==> config.mk <==
export PLATFORM = sky130hd
export DESIGN_NAME = uart_line_cmd
export DESIGN_NICKNAME = d
export VERILOG_FILES = /design/src/rtl/uart_cmd_pkg.sv /design/src/rtl/uart_line_buf.sv /design/src/rtl/uart_line_cmd.sv
export SDC_FILE = /design/constraint.sdc
export NUM_CORES = 1
export LEC_CHECK = 0
export CAP_MARGIN = 10
export CORE_MARGIN = 8
export CORE_UTILIZATION = 60
export CTS_CLUSTER_DIAMETER = 120
export DETAILED_ROUTE_END_ITERATION = 16
export DONT_BUFFER_PORTS = 1
export PLACE_DENSITY = 0.75
export SLEW_MARGIN = 5
export SYNTH_ARGS = -nofsm -noshare
export SYNTH_HDL_FRONTEND = slang
export SYNTH_SLANG_ARGS = --single-unit
==> constraint.sdc <==
create_clock -name I_clk -period 3.15 [get_ports I_clk]
set_input_delay 0.4725 -clock I_clk [delete_from_list [all_inputs] [get_ports I_clk]]
set_output_delay 0.4725 -clock I_clk [all_outputs]
set_load 0.05 [all_outputs]
==> src/rtl/uart_cmd_pkg.sv <==
// Shared definitions for the UART line command block: state encoding,
// control characters and the ASCII hex digit decoder.
package uart_cmd_pkg;

    localparam logic [7:0] CR = 8'h0D;
    localparam logic [7:0] LF = 8'h0A;

    typedef enum logic [2:0] {
        ST_RECV,
        ST_CHECK,
        ST_ECHO,
        ST_TERMTX,
        ST_CLEAR
    } state_t;

    typedef struct packed {
        logic       ok;
        logic [3:0] nib;
    } hex_nib_t;

    // Map one ASCII character to its hex value; ok=0 for non-hex characters.
    function automatic hex_nib_t hex_to_nibble(input logic [7:0] c);
        hex_nib_t r;
        r.ok  = 1'b1;
        r.nib = 4'h0;
        if (c >= 8'h30 && c <= 8'h39)      r.nib = 4'(c - 8'h30);
        else if (c >= 8'h41 && c <= 8'h46) r.nib = 4'(c - 8'h37);
        else if (c >= 8'h61 && c <= 8'h66) r.nib = 4'(c - 8'h57);
        else                               r.ok  = 1'b0;
        return r;
    endfunction

endpackage

==> src/rtl/uart_line_buf.sv <==
// Line storage: DEPTH x 8 bytes with write index, overflow latch,
// a random read port and a parallel view of the leading HEAD bytes.
module uart_line_buf #(
    parameter int unsigned DEPTH = 16,
    parameter int unsigned HEAD  = 6,
    localparam int unsigned AW   = $clog2(DEPTH),
    localparam int unsigned LW   = $clog2(DEPTH) + 1
) (
    input  logic              I_clk,
    input  logic              I_rst_n,
    input  logic              wr_en,
    input  logic [7:0]        wr_data,
    input  logic              clr,
    input  logic [AW-1:0]     rd_addr,
    output logic [7:0]        rd_data,
    output logic [8*HEAD-1:0] head,
    output logic [LW-1:0]     idx,
    output logic              ovf
);

    logic [7:0] mem [DEPTH];

    // Index and overflow latch; bytes past capacity are dropped but remembered.
    always_ff @(posedge I_clk or negedge I_rst_n) begin
        if (!I_rst_n) begin
            idx <= '0;
            ovf <= 1'b0;
        end else if (clr) begin
            idx <= '0;
            ovf <= 1'b0;
        end else if (wr_en) begin
            if (idx < LW'(DEPTH)) idx <= idx + LW'(1);
            else                  ovf <= 1'b1;
        end
    end

    always_ff @(posedge I_clk) begin
        if (wr_en && idx < LW'(DEPTH)) mem[idx[AW-1:0]] <= wr_data;
    end

    assign rd_data = mem[rd_addr];

    always_comb begin
        for (int i = 0; i < int'(HEAD); i++) head[8*i +: 8] = mem[i];
    end

endmodule

==> src/rtl/uart_line_cmd.sv <==
// Line accumulator with optional echo and RRGGBB hex colour command parser,
// sitting between uart_rx/uart_tx and the pixel colour logic.
module uart_line_cmd
    import uart_cmd_pkg::*;
#(
    parameter int unsigned DEPTH      = 16,
    parameter logic [7:0]  TERM       = LF,
    parameter bit          ECHO_EN    = 1'b1,
    parameter int unsigned HEX_DIGITS = 6,
    localparam int unsigned CW        = 4 * HEX_DIGITS,
    localparam int unsigned AW        = $clog2(DEPTH),
    localparam int unsigned LW        = $clog2(DEPTH) + 1
) (
    input  logic          I_clk,
    input  logic          I_rst_n,
    input  logic [7:0]    I_rx_data,
    input  logic          I_rx_valid,
    output logic          O_rx_ready,
    output logic [7:0]    O_tx_data,
    output logic          O_tx_valid,
    input  logic          I_tx_ready,
    output logic [CW-1:0] O_color,
    output logic          O_color_upd,
    output logic          O_err_ovf,
    output logic          O_err_fmt,
    output logic [LW-1:0] O_line_len
);

    state_t                    state, state_n;
    logic [AW-1:0]             send, send_n;
    logic                      rx_ready_n, tx_valid_n, color_upd_n;
    logic                      err_ovf_n, err_fmt_n;
    logic [7:0]                tx_data_n;
    logic [CW-1:0]             color_n, cmd_color;
    logic [LW-1:0]             line_len_n, idx;
    logic                      wr_en, clr, ovf, cmd_ok;
    logic [7:0]                rd_data;
    logic [8*HEX_DIGITS-1:0]   head;
    hex_nib_t                  hn;

    uart_line_buf #(.DEPTH(DEPTH), .HEAD(HEX_DIGITS)) u_buf (
        .I_clk   (I_clk),
        .I_rst_n (I_rst_n),
        .wr_en   (wr_en),
        .wr_data (I_rx_data),
        .clr     (clr),
        .rd_addr (send),
        .rd_data (rd_data),
        .head    (head),
        .idx     (idx),
        .ovf     (ovf)
    );

    // Parse the leading digits; text order R1R0G1G0B1B0 packs as {B,G,R}.
    always_comb begin
        cmd_ok    = !ovf && (idx == LW'(HEX_DIGITS));
        cmd_color = '0;
        hn        = '0;
        for (int i = 0; i < int'(HEX_DIGITS); i++) begin
            hn     = hex_to_nibble(head[8*i +: 8]);
            cmd_ok = cmd_ok & hn.ok;
            if ((i % 2) == 0) cmd_color[8*(i/2)+4 +: 4] = hn.nib;
            else              cmd_color[8*(i/2) +: 4]   = hn.nib;
        end
    end

    always_comb begin
        state_n     = state;
        send_n      = send;
        tx_valid_n  = O_tx_valid;
        tx_data_n   = O_tx_data;
        color_n     = O_color;
        color_upd_n = 1'b0;
        err_ovf_n   = O_err_ovf;
        err_fmt_n   = O_err_fmt;
        line_len_n  = O_line_len;
        wr_en       = 1'b0;
        clr         = 1'b0;
        case (state)
            ST_RECV: begin
                if (I_rx_valid && O_rx_ready) begin
                    if (I_rx_data == TERM)    state_n = ST_CHECK;
                    else if (I_rx_data != CR) wr_en   = 1'b1;
                end
            end
            ST_CHECK: begin
                line_len_n = idx;
                err_ovf_n  = ovf;
                if (cmd_ok) begin
                    color_n     = cmd_color;
                    color_upd_n = 1'b1;
                    err_fmt_n   = 1'b0;
                end else begin
                    err_fmt_n = 1'b1;
                end
                if (ECHO_EN && idx != '0) begin
                    state_n    = ST_ECHO;
                    tx_valid_n = 1'b1;
                    tx_data_n  = rd_data;
                end else begin
                    state_n = ST_CLEAR;
                end
            end
            // After each transfer valid drops; the next byte waits for ready.
            ST_ECHO: begin
                if (O_tx_valid && I_tx_ready) begin
                    tx_valid_n = 1'b0;
                    if (LW'(send) == idx - LW'(1)) state_n = ST_TERMTX;
                    else                           send_n  = send + AW'(1);
                end else if (!O_tx_valid && I_tx_ready) begin
                    tx_valid_n = 1'b1;
                    tx_data_n  = rd_data;
                end
            end
            ST_TERMTX: begin
                if (O_tx_valid && I_tx_ready) begin
                    tx_valid_n = 1'b0;
                    state_n    = ST_CLEAR;
                end else if (!O_tx_valid && I_tx_ready) begin
                    tx_valid_n = 1'b1;
                    tx_data_n  = TERM;
                end
            end
            ST_CLEAR: begin
                clr     = 1'b1;
                send_n  = '0;
                state_n = ST_RECV;
            end
            default: state_n = ST_RECV;
        endcase
        rx_ready_n = (state_n == ST_RECV);
    end

    always_ff @(posedge I_clk or negedge I_rst_n) begin
        if (!I_rst_n) begin
            state       <= ST_RECV;
            send        <= '0;
            O_rx_ready  <= 1'b0;
            O_tx_data   <= '0;
            O_tx_valid  <= 1'b0;
            O_color     <= '0;
            O_color_upd <= 1'b0;
            O_err_ovf   <= 1'b0;
            O_err_fmt   <= 1'b0;
            O_line_len  <= '0;
        end else begin
            state       <= state_n;
            send        <= send_n;
            O_rx_ready  <= rx_ready_n;
            O_tx_data   <= tx_data_n;
            O_tx_valid  <= tx_valid_n;
            O_color     <= color_n;
            O_color_upd <= color_upd_n;
            O_err_ovf   <= err_ovf_n;
            O_err_fmt   <= err_fmt_n;
            O_line_len  <= line_len_n;
        end
    end

endmodule

==> run summary, run 1 <==
After detailed routing, the number of vias per cell comes to 6.37. The total clock sinks is 183. By area, the combinational part of the netlist is dominated by multiplexers. The nature of the critical path endpoint is a flip-flop.

The wire length per cell after detailed routing came out at 23.4 µm. The number of max-cap violations came out at 0. Multiplexer cells account for 14.9% of the synthesized area.

The number of antenna violations at the first check in global routing came out at 0. The total count of max-transition violations in the final report is 0. The synthesized netlist devotes 7.11% of its cell area to compound gates. The cell depth of the worst flop-to-flop path came out at 8.

The die width came out at 135 µm. The sequential element share of the synthesized area is 61.3%. The number of iterations in the first detailed-routing pass came out at 5.

The initial core utilization came out at 61.3%. Clock-pin slew was measured on the worst setup and hold paths at 60 ps. The standard-cell row count is 43. Of the available clock period, the critical path in the final layout requires 91.0%. The number of failing hold endpoints at the final stage is 0.

The worst register-to-register path has a setup slack of 280 ps. Cells with a size suffix above 1 make up 22.8% of the layout. The adder-cell area share of the yosys netlist is 3.38%.

The post-route core utilization is 68.0%. The first global-routing pass estimated 28500 µm of wire. The multi-input combinational cells in the finished layout cover a total of 3080 µm².

The worst setup path is of the reg -> reg kind. The maximum clock frequency came out at 0.349 GHz. Across the routed clock network, the largest skew measured is 8.17 ps. Once detail routing completed, the nets flagged for antenna violations numbered 0. For this design the static power due to leakage is 3.63 nW. In this run, the number of DRC markers left after iteration 0 of detailed routing was 351.

sky130_fd_sc_hd__edfxtp_1 takes more of the synthesized area than any other cell. In this run the biggest area consumer among cell types represents 45.2% of the synthesized area. For the worst setup path, the data arrival time is 3180 ps. The final global-route overflow total is 0. The top fanout value on the critical path is 25.

The placeable core area is 13900 µm². Input and output buffers added on the ports amount to 0. The total DRC errors in the routed layout is 0.

The number of top-level design ports is 54. The run finished with clean final reports. The global-route usage over all layers came out at 20.8%. The endpoint identified for the worst register-to-register timing path is O_color[3]$_DFFE_PN0P_. The worst slew margin relative to its limit came out at 39.1%. The startpoint class of the critical path is a flip-flop. The most critical setup path has its endpoint at O_color[3]$_DFFE_PN0P_. The number of H-tree levels is 4.

The placer congestion estimate came out at 0.828. The timing startpoint of the critical path is u_buf.mem[3][0]$_DFFE_PP_. Registers take 5220 µm².

Counting distinct cell types in the post-synthesis netlist gives 68. Counting the fill cells in the layout gives 964. The post-synthesis instance total is 554.

The count of warnings emitted by yosys is 0. The HPWL after detailed placement came out at 12600 µm. The leading register cell type out of synthesis is sky130_fd_sc_hd__edfxtp_1. Counting flops with a built-in enable in the synthesized netlist gives 128.

The required time reported for the critical path endpoint is 3470 ps. The total power per unit cell area came out at 667 nW/µm². The total wire length after detailed routing is 18000 µm. The TritonCTS clock tree is yes. The final critical-path required period came out at 2870 ps. The average instance area after synthesis came out at 15.4 µm². The floorplan die height is 135 µm. In the synthesized netlist the async set-or-reset flop fraction comes to 30.1%. The worst register-to-register path begins at u_buf.mem[3][0]$_DFFE_PP_.

The post-CTS setup buffer count came out at 0. The transition time at the pin with the least slew margin came out at 914 ps. The number of global-route vias before repair came out at 5121.

The tree is rooted in a sky130_fd_sc_hd__clkbuf_16. The number of nets produced by synthesis is 589. The final net count is 613. The cell area that synthesis handed to floorplanning was 8510 µm². Compared with the post-synthesis result, the final layout area differs by 10.9%.

The maximum ir drop on the vdd rail came out at 0.000440 V. The number of storage elements in the synthesis netlist is 183. The largest net degree at the start of global routing came out at 56. Buffers inserted during clock tree synthesis total 17.

The setup total negative slack came out at 0 ps. The antenna cell count is 0. The worst hold slack came out at 137 ps. The worst min-delay path category is in -> reg.

The synthesized-area fraction occupied by xor and xnor cells came out at 2.03%. After Yosys synthesis, and, or, nand and nor cells account for 8.67% of the synthesized area. The worst-skew pair later-pin latency came out at 430 ps.

In this run the deepest clock path goes through 2 buffers. The via count is 4913. Setup repair after global routing left no endpoint under its margin. The overall die area is 18300 µm². Ranked by total cell area, the synthesized netlist is headed by sky130_fd_sc_hd__edfxtp_1 45%, sky130_fd_sc_hd__dfrtp_1 16%, sky130_fd_sc_hd__mux4_2 8.7%, sky130_fd_sc_hd__ha_1 3.4%, sky130_fd_sc_hd__mux2_4 2.1%. The number of setup violations in the final report came out at 0.
worst min path at each step:
stage | from | endpoint | cells after the start
after floorplan | I_rst_n | O_color[0]$_DFFE_PN0P_ | 0
after global placement | I_rst_n | O_color[0]$_DFFE_PN0P_ | 0
after detailed placement | I_rst_n | O_color[4]$_DFFE_PN0P_ | 0
after CTS | I_rx_data[3] | u_buf.mem[9][3]$_DFFE_PP_ | 0
after global routing | I_rx_data[7] | u_buf.mem[8][7]$_DFFE_PP_ | 0
final | I_rx_data[6] | u_buf.mem[14][6]$_DFFE_PP_ | 0
per-layer routing:
| metal | share of wire, % | track usage (%) | routed length, µm |
|---|---|---|---|
| met5 | 0 | 0 | 0 |
| met4 | 3.5 | 9.75 | 631 |
| met3 | 7.0 | 6.76 | 1270 |
| met2 | 49 | 33.2 | 8870 |
| met1 | 40 | 25.4 | 7280 |
per-stage QoR:
| stage | setup WS [ps] | power [mW] | cell area [µm²] | cells |
|---|---|---|---|---|
| CTS | 286 | 6.32 | 9440 | 771 |
| finish | 284 | 6.29 | 9440 | 771 |
| global route | 71.6 | 6.54 | 9440 | 771 |
| floorplan | 261 | 3.97 | 8510 | 554 |
| detailed placement | 302 | 4.29 | 8840 | 737 |
| global placement | 365 | 4.26 | 8840 | 737 |
state kept, by name, indices dropped and copies added (netlist names):
signal / cells
u_buf.mem: 128
O_color: 24
O_tx_data: 8
O_line_len: 5
u_buf.idx: 5
send: 4
state: 3
O_color_upd: 1
O_err_fmt: 1
O_err_ovf: 1
O_rx_ready: 1
O_tx_valid: 1
u_buf.ovf: 1
worst max-delay path, stage by stage (launching register included):
cell and delay (ps):
sky130_fd_sc_hd__edfxtp_1 540, sky130_fd_sc_hd__inv_1 120, sky130_fd_sc_hd__ha_1 160, sky130_fd_sc_hd__o21bai_1 90, sky130_fd_sc_hd__a2111oi_1 650, sky130_fd_sc_hd__and2b_1 280, sky130_fd_sc_hd__nor4_4 130, sky130_fd_sc_hd__buf_4 390
sky130_fd_sc_hd__mux2_2 380
cells in the final DEF, fill, tap and decap left out, types with 5 or more instances in the layout:
cell type / count
sky130_fd_sc_hd__a21oi_1: 7
sky130_fd_sc_hd__a22o_1: 5
sky130_fd_sc_hd__and3_1: 9
sky130_fd_sc_hd__buf_4: 25
sky130_fd_sc_hd__clkbuf_16: 17
sky130_fd_sc_hd__dfrtp_1: 54
sky130_fd_sc_hd__edfxtp_1: 128
sky130_fd_sc_hd__ha_1: 23
sky130_fd_sc_hd__inv_1: 29
sky130_fd_sc_hd__mux2_2: 13
sky130_fd_sc_hd__mux2_4: 12
sky130_fd_sc_hd__mux2i_1: 17
sky130_fd_sc_hd__mux4_2: 33
sky130_fd_sc_hd__nand2_1: 25
sky130_fd_sc_hd__nand3_1: 6
sky130_fd_sc_hd__nand4_1: 6
sky130_fd_sc_hd__nor2_1: 28
sky130_fd_sc_hd__nor3_1: 6
sky130_fd_sc_hd__nor3b_1: 7
sky130_fd_sc_hd__o21ai_0: 14
sky130_fd_sc_hd__o21bai_1: 7
sky130_fd_sc_hd__xnor2_1: 11
sky130_fd_sc_hd__xor2_1: 6
cell families after synthesis:
kind of cell / Yosys count
flip-flops: 183
AND/OR/NAND/NOR: 126
AO/OA/AOI/OAI: 76
multiplexers: 76
buffers and inverters: 52
adder cells (fa/ha/maj): 23
XOR/XNOR: 18
where the power goes:
| part | internal, mW | total (mW) | switching, mW | leakage, nW |
|---|---|---|---|---|
| clock network | 1.16 | 2.03 | 0.868 | 0.266 |
| logic | 0.661 | 1.21 | 0.552 | 1.49 |
| registers | 2.66 | 3.05 | 0.393 | 1.88 |
| total | 4.48 | 6.29 | 1.81 | 3.63 |
layout make-up:
| cell class | count | share of cell area [%] |
|---|---|---|
| Sequential cell | 183 | 55.3 |
| Timing Repair Buffer | 28 | 2.60 |
| Multi-Input combinational cell | 319 | 32.6 |
| Tap cell | 180 | 2.39 |
| Clock buffer | 19 | 4.59 |
| Inverter | 29 | 1.15 |
| Clock inverter | 13 | 1.38 |
cells in the mapped netlist, drive strengths merged, types with 2 or more instances:
cell type / count
inv: 29
o31ai: 2
a21oi: 7
xnor2: 11
a21o: 3
buf: 10
nor2b: 4
nand3: 6
nor4b: 2
xor2: 6
o21bai: 7
nor2: 28
a22oi: 2
o22ai: 2
edfxtp: 128
a31oi: 4
ha: 23
a221oi: 4
nand4: 6
nor3: 6
a211oi: 7
nand2: 25
o2bb2ai: 3
a2111oi: 6
and3: 11
and2: 4
or4b: 6
o22a: 3
mux2: 25
mux4: 34
nor4bb: 3
a22o: 5
o21ai: 14
clkbuf: 13
dfrtp: 55
mux2i: 17
nand2b: 4
and4: 4
nor3b: 8
timing repair:
action / CTS / global route
endpoints found under the hold margin: 55 / 0
resized for setup: 0 / 0
hold buffers: 2 / 0
Power figures use the tool's default switching activity.
==> run 2: changes to the inputs <==
- SYNTH_HIERARCHICAL: not set -> 1
- clock period: 3.15 -> 2.7 ns (I/O delays scaled with it)
==> run summary, run 2 <==
The leakage dissipation came out at 3.80 nW. The synthesized design contains 183 register bits. The run finished with clean final reports. The standard-cell row count came out at 43. The overall die area came out at 18100 µm². The netlist uses 60 different library cells.

The switching power share of the total is 29.2%. The die width is 134 µm. The global-route wire length before repair is 28700 µm. The largest net degree at the start of global routing came out at 56. The floorplan step set the die height to 134 µm. The total internal power came out at 5.71 mW. In this run, the number of DRC markers left after iteration 0 of detailed routing was 442. In this run the worst hold path is classified as in -> reg. The cell area after layout is 9570 µm². The final global-route overflow total came out at 0. The instance area after placement is 8780 µm².

Setup violations remaining at the end of the flow were counted as 0. The total DRC errors in the routed layout is 0. The remaining antenna violation count after routing is 0. The number of nets produced by synthesis is 602. The number of buffers on the longest clock path is 2. The power share of the clock group came out at 33.2%.

The power spent charging and discharging nets is 2.35 mW. The number of max-cap violations came out at 0. The number of antenna violations at the first check in global routing came out at 0.

The area growth from synthesis to final layout is 13.7%. The post-synthesis instance total came out at 565. The total area inside the core boundary comes to 13800 µm². TritonCTS built the clock tree.

In this run, CTS created clock tree buffers numbering 17. The final worst-path cycle share is 97.8%. The leading register cell type out of synthesis is sky130_fd_sc_hd__edfxtp_1. The clock tree synthesis step divided the H-tree into 4 levels. The final net count is 648. Global routing used 20.9% of the available tracks. The wire length per cell after detailed routing is 22.9 µm. The top cell types in the final layout, fill and taps aside, are 128 x sky130_fd_sc_hd__edfxtp_1, 54 x sky130_fd_sc_hd__dfrtp_1, 53 x sky130_fd_sc_hd__nand2_1. Counting instances in the post-synthesis netlist gives the leading cell types as 128 x sky130_fd_sc_hd__edfxtp_1, 55 x sky130_fd_sc_hd__dfrtp_1, 53 x sky130_fd_sc_hd__nand2_1. For this block, the routed nets add up to 18400 µm of wire. Among all cell types in the netlist, the one instantiated most often is sky130_fd_sc_hd__edfxtp_1. The total clock sinks is 183.

The leading cell type in the layout, fill and taps excluded is sky130_fd_sc_hd__edfxtp_1. The register with the most flip-flops in the layout has 128 of them. Yosys printed 6 warnings. The number of flops mapped to enable cells by yosys is 128.

By startpoint and endpoint, the worst setup path is classified as reg -> reg. The total count of max-transition violations in the final report came out at 0. The initial core utilization came out at 61.1%. The number of iterations in the first detailed-routing pass came out at 5. After synthesis, the cell types taking the most area are sky130_fd_sc_hd__edfxtp_1 46%, sky130_fd_sc_hd__dfrtp_1 16%, sky130_fd_sc_hd__mux4_2 4.8%, sky130_fd_sc_hd__mux4_1 4.4%, sky130_fd_sc_hd__ha_1 3.7%. The critical path arrival came out at 2960 ps.

The worst slew margin relative to its limit is 35.6%. For the final database, setup skew stands at 7.75 ps. Across the VDD grid, the largest voltage drop is 0.000516 V. The worst setup path is captured at a flip-flop. The placer congestion estimate came out at 0.821. The synthesized netlist occupies a cell area of 8420 µm². The number of global-route vias before repair is 5088. After legalization and detailed placement, the total HPWL measured 12200 µm. The final critical-path required period came out at 2640 ps.

In this run the worst path has a maximum fanout of 7. After synthesis, flip-flops and latches occupy 62.0% of the total area. The antenna cell count came out at 0. Buffers placed on the I/O ports in this run total 0. The share of layout cells above drive strength 1 came out at 20.8%. Pin placement for this block handled 54 I/O pins.

The required time reported for the critical path endpoint is 3020 ps. The post-route core utilization came out at 69.5%. Per report_power, the sequential group accounts for 45.8% of the total. The maximum clock frequency came out at 0.379 GHz. The startpoint class of the critical path is a flip-flop. The average instance area after synthesis is 14.9 µm².

The logic gate share of total power is 21.0%. The clock reaches the later pin of the worst-skew pair after 430 ps. The detailed-route vias per instance came out at 6.29. The most area-hungry cell type in the Yosys netlist is sky130_fd_sc_hd__edfxtp_1. The synthesized design devotes to its leading area cell type 45.7% of total area.

The clock input transition at the sequential cells of the worst setup and hold paths is 60 ps. The via count is 5059. The total power per unit cell area is 843 nW/µm². The proportion of register bits with asynchronous set or reset after synthesis came out at 30.1%.

The transition time at the pin with the least slew margin came out at 966 ps. The number of failing hold endpoints at the final stage is 0. CTS placed an instance of sky130_fd_sc_hd__clkbuf_16 at the clock tree root.
## run 2: metrics by stage
| step | power (mW) | TNS [ps] | hold WS, ps | setup WS, ps | cells |
|---|---|---|---|---|---|
| global route | 8.36 | -345 | 56.5 | -40.5 | 804 |
| CTS | 8.06 | 0 | 56.2 | 10.9 | 795 |
| floorplan | 4.90 | 0 | 109 | 227 | 565 |
| finish | 8.07 | 0 | 68.6 | 58.1 | 804 |
| global placement | 5.31 | 0 | 111 | 168 | 761 |
| detailed placement | 5.37 | 0 | 111 | 4.35 | 761 |
## run 2: power groups by stage
stage | combinational (mW) | clock [mW] | sequential (mW)
final | 1.70 | 2.67 | 3.69
after global routing | 1.83 | 2.81 | 3.73
after CTS | 1.67 | 2.70 | 3.70
after detailed placement | 1.62 | 0 | 3.75
after global placement | 1.58 | 0 | 3.73
after floorplan | 1.17 | 0 | 3.73
## run 2: cell type report
type,instances,area (µm²)
clock inverter,10,174
multi-input combinational,329,2950
timing repair buffer,46,410
inverter,34,128
fill,914,4200
sequential,183,5220
clock buffer,22,464
tap,180,225
## run 2: cells by family (layout without fill, tap and decap cells)
| logic type | count (synthesis) | after routing | share of synthesized area (%) |
|---|---|---|---|
| AOI/OAI and AO/OA | 81 | 81 | 6.87 |
| xor gates and xnor gates | 15 | 15 | 1.74 |
| adders and majority gates | 25 | 25 | 3.72 |
| buffers and inverters | 53 | 112 | 3.14 |
| DFF | 183 | 183 | 62.0 |
| muxes | 64 | 64 | 14.1 |
| and+or+nand+nor | 144 | 144 | 8.43 |
## run 2: what timing repair did
| item | in CTS | in global routing |
|---|---|---|
| buffers inserted | 0 | 8 |
| gates resized for setup | 2 | 6 |
| hold buffers | 2 | 0 |
| endpoints found under the hold margin | 55 | 0 |
| cloned | 0 | 1 |
| setup endpoints to repair | 13 | 26 |
| pin swaps | 2 | 5 |
## run 2: layer usage
layer,GRT usage (%),part of all wire (%),vias up
met1,27.7,41,2564
met2,32.2,48,202
li1,-,-,2248
met4,9.48,3.0,0
met5,0,0,-
met3,5.09,7.2,45
## run 2: worst max-delay path, stage by stage (launching register included)
cell                        delay (ps)
sky130_fd_sc_hd__edfxtp_1          440
sky130_fd_sc_hd__inv_2             110
sky130_fd_sc_hd__ha_1              200
sky130_fd_sc_hd__o21bai_1           90
sky130_fd_sc_hd__a2111o_1          440
sky130_fd_sc_hd__a222oi_1          430
sky130_fd_sc_hd__nand4b_2          170
sky130_fd_sc_hd__buf_4             190
sky130_fd_sc_hd__clkbuf_16         160
sky130_fd_sc_hd__mux2_4            290
## run 2: final timing paths
| kind | startpoint | endpoint | slack, ps | cells after the start |
|---|---|---|---|---|
| min in group asynchronous | I_rst_n | send[2]$_DFFE_PN0P_ | 520 | 2 |
| max in group asynchronous | I_rst_n | O_tx_data[6]$_DFFE_PN0P_ | 1950 | 2 |
| max reg2reg | u_buf/mem[2][1]$_DFFE_PP_ | O_color[12]$_DFFE_PN0P_ | 60 | 9 |
| min reg2reg | u_buf/ovf$_DFFE_PN0P_ | O_err_ovf$_DFFE_PN0P_ | 520 | 2 |
| min | I_rx_data[1] | u_buf/mem[1][1]$_DFFE_PP_ | 70 | 0 |
| max | u_buf/mem[2][1]$_DFFE_PP_ | O_color[12]$_DFFE_PN0P_ | 60 | 9 |
==> run 3: changes to the inputs <==
- ABC_AREA: not set -> 1
==> run summary, run 3 <==
The flow ran to the end, and the final reports show no timing, DRC or antenna violations. STA classifies the critical path startpoint as a flip-flop. The number of top-level design ports is 54. The cell depth of the worst hold path came out at 0.

The floorplan die height came out at 141 µm. Yosys mapped a number of flops with a built-in enable equal to 128. In this run the clock root is driven by a sky130_fd_sc_hd__clkbuf_16. Setup repair after global routing left no endpoint under its margin. The floorplan step defined a core boundary enclosing 15200 µm².

After floorplanning, the core was divided into 45 placement rows. The setup slack on the worst flop-to-flop path is 470 ps. For this run, the top clock speed supported by timing is 0.449 GHz.

The detailed-route vias per instance is 5.35. The cell area after layout is 10200 µm². By area, the combinational part of the netlist is dominated by simple AND/OR/NAND/NOR gates. Data arrives at the worst endpoint at 2370 ps. The path with the worst hold slack has its endpoint at u_buf/mem[14][3]$_DFFE_PP_. The number of global-route vias before repair is 6444. The sequential element share of the synthesized area is 56.0%. The placed instances occupy a cell area of 9520 µm².

The maximum clock skew at final layout came out at 12.0 ps. At the placement stage, the worst setup path has a slack of 509 ps. The final worst-path cycle share is 82.5%. The number of iterations in the first detailed-routing pass is 5.

The maximum ir drop on the vdd rail is 0.000845 V. The average instance area after synthesis is 8.67 µm². The number of max-cap violations came out at 0. The placer congestion estimate came out at 0.878. The proportion of register bits with asynchronous set or reset after synthesis came out at 30.1%.

Of the total synthesized cell area, the portion taken by XOR and XNOR cells is 0.846%. The analysis attributes to cell leakage a power of 4.96 nW. The TritonCTS buffer count is 17.

The startpoint identified for the worst hold timing path is I_rx_data[3]. The worst stage delay on the critical path came out at 430 ps. The fraction of the mapped netlist area in simple logic gates came out at 27.1%. The total count of max-transition violations in the final report is 0.

The post-CTS setup buffer count is 0. The worst setup path is of the reg -> reg kind. Ranked by instance count, the synthesized netlist is headed by 353 x sky130_fd_sc_hd__nand2_1, 183 x sky130_fd_sc_hd__inv_1, 149 x sky130_fd_sc_hd__nand3_1. The worst setup path is captured at a flip-flop. The total power consumption of the routed design came out at 9.11 mW.

The HPWL after detailed placement is 14100 µm. The final net count is 1129. The count of warnings emitted by yosys came out at 6.

In the final routed layout, each cell accounts on average for 16.1 µm. TritonCTS built the clock tree. The top fanout value on the critical path came out at 8.

The number of storage elements in the synthesis netlist is 183. The netlist uses 30 different library cells. The startpoint of the worst-slack reg-to-reg timing path is state[0]$_DFF_PN0_. The setup total negative slack is 0 ps. The required time reported for the critical path endpoint is 2840 ps. The clock drives 183 sinks. The worst setup slack after layout came out at 472 ps. Synthesis produced a netlist with a net count of 1112. The largest net degree at the start of global routing came out at 56. The count of nets left with antenna violations once routing finished came out at 0.

The number of failing hold endpoints at the final stage came out at 0. The share of layout cells above drive strength 1 came out at 8.24%. The worst register-to-register path ends at u_buf/mem[11][6]$_DFFE_PP_. The number of setup violations in the final report is 0. The multiplexer area fraction after synthesis is 0%.

The area fraction in compound gates after synthesis came out at 2.60%. The worst-skew pair later-pin latency came out at 430 ps. The detailed router finished its first iteration with 573 violations. The number of antenna violations at the first check in global routing is 0.

The die width is 141 µm. Traced cell by cell, the critical path runs through nor2_1 > nand4_1 > nor3b_1 > inv_1 > nor2_4 > nand2_1 > nor2_1 > buf_4. The final global-route overflow total came out at 0.

The library cell used most frequently in the layout, excluding fill and tap cells, is sky130_fd_sc_hd__nand2_1. In this run the deepest clock path goes through 2 buffers. The global-route wire length before repair came out at 33300 µm.

The number of buffers inserted by port buffering is 0. The number of H-tree levels came out at 4. The worst slew margin relative to its limit is 56.7%. In this run the worst hold path is classified as in -> reg.

The most frequent cell on the critical path is sky130_fd_sc_hd__nor2_1. The area growth from synthesis to layout is 9.53%. Global routing used 21.7% of the available tracks. The number of flip-flops under the largest register name came out at 128. The total power per unit cell area came out at 892 nW/µm². The initial core utilization came out at 61.3%.

0 antenna diodes ended up in the layout. The largest individual stage delay along the critical path comes from the cell sky130_fd_sc_hd__dfrtp_1. The total DRC errors in the routed layout is 0. The leading register cell type out of synthesis is sky130_fd_sc_hd__edfxtp_1.

The share of the synthesized area in the top cell type is 41.2%. The total wire length after detailed routing came out at 20800 µm. The smallest clock period supported by the final layout is computed as 2230 ps.

The post-synthesis cell area came out at 9320 µm². After clock tree synthesis, the clock-pin slew on the worst setup and hold paths is 70 ps. After synthesis, the cell types taking the most area are sky130_fd_sc_hd__edfxtp_1 41%, sky130_fd_sc_hd__dfrtp_1 15%, sky130_fd_sc_hd__nand2_1 14%, sky130_fd_sc_hd__nand3_1 8.0%, sky130_fd_sc_hd__inv_1 7.4%. For the pin with the worst max-slew slack, the measured transition is 648 ps. The cell depth of the worst flop-to-flop path is 8. The overall die area came out at 19800 µm². The adder-cell area share of the yosys netlist came out at 3.36%.

Leaving out fill and tap cells, the most frequent cells in the layout are 353 x sky130_fd_sc_hd__nand2_1, 183 x sky130_fd_sc_hd__inv_1, 149 x sky130_fd_sc_hd__nand3_1. The post-synthesis instance total came out at 1075. Detailed routing inserted a total of 6919 vias. Among all cell types in the netlist, the one instantiated most often is sky130_fd_sc_hd__nand2_1. The most area-hungry cell type in the Yosys netlist is sky130_fd_sc_hd__edfxtp_1.
## run 3: power by group
group          switching [mW]  internal (mW)  total (mW)
clock                    1.08           1.66        2.74
sequential              0.618           3.26        3.88
combinational            1.73          0.763        2.49
## run 3: area by class of cell
cell class | count | area (µm²)
repair buffers | 28 | 233
fillers | 1217 | 4990
clock inverters | 13 | 213
well taps | 188 | 235
multi-input cells | 672 | 3160
flip-flops and latches | 183 | 5220
inverters | 190 | 713
clock buffers | 19 | 433
## run 3: metal layers
layer / up-vias / track usage, % / wire length (µm)
met3: 52 / 4.32 / 1240
met4: 0 / 9.16 / 688
met2: 257 / 36.3 / 10200
met5: - / 0 / 0
li1: 3420 / - / -
met1: 3190 / 27.1 / 8680
## run 3: cell families (layout without fill, tap and decap cells)
family	after synthesis	in the layout
simple gates	599	599
compound gates	39	39
xor+xnor	9	9
fa+ha+maj	25	25
flops	183	183
buf+inv	220	250
## run 3: worst max-delay path by stage
stage	from	to	slack (ps)	cells past startpoint
floorplan	O_rx_ready$_DFF_PN0_	u_buf/mem[15][0]$_DFFE_PP_	520	6
global placement	u_buf/mem[1][0]$_DFFE_PP_	O_color[11]$_DFFE_PN0P_	580	11
detailed placement	u_buf/mem[1][0]$_DFFE_PP_	O_color[15]$_DFFE_PN0P_	510	11
CTS	u_buf/mem[1][0]$_DFFE_PP_	O_color[15]$_DFFE_PN0P_	500	11
global route	u_buf/mem[1][0]$_DFFE_PP_	O_color[11]$_DFFE_PN0P_	170	12
finish	state[0]$_DFF_PN0_	u_buf/mem[11][6]$_DFFE_PP_	470	8
## run 3: repair_timing
action,4_1_cts,5_1_grt
setup endpoints to repair,0,0
hold buffers,2,0
endpoints found under the hold margin,55,0
gates resized for setup,0,0
## run 3: critical path, delay by kind of cell, from the launching register on
| family | cells | cell delay (ps) |
|---|---|---|
| flip-flops | 1 | 430 |
| buffers and inverters | 2 | 330 |
| AND/OR/NAND/NOR | 6 | 1180 |
## run 3: stage by stage
step                hold slack [ps]  cells  util, %
global route                   47.7   1293     67.1
detailed placement              111   1259     62.7
finish                         63.3   1293     67.1
global placement                111   1259     62.7
CTS                            51.3   1293     67.1
floorplan                       109   1075        -
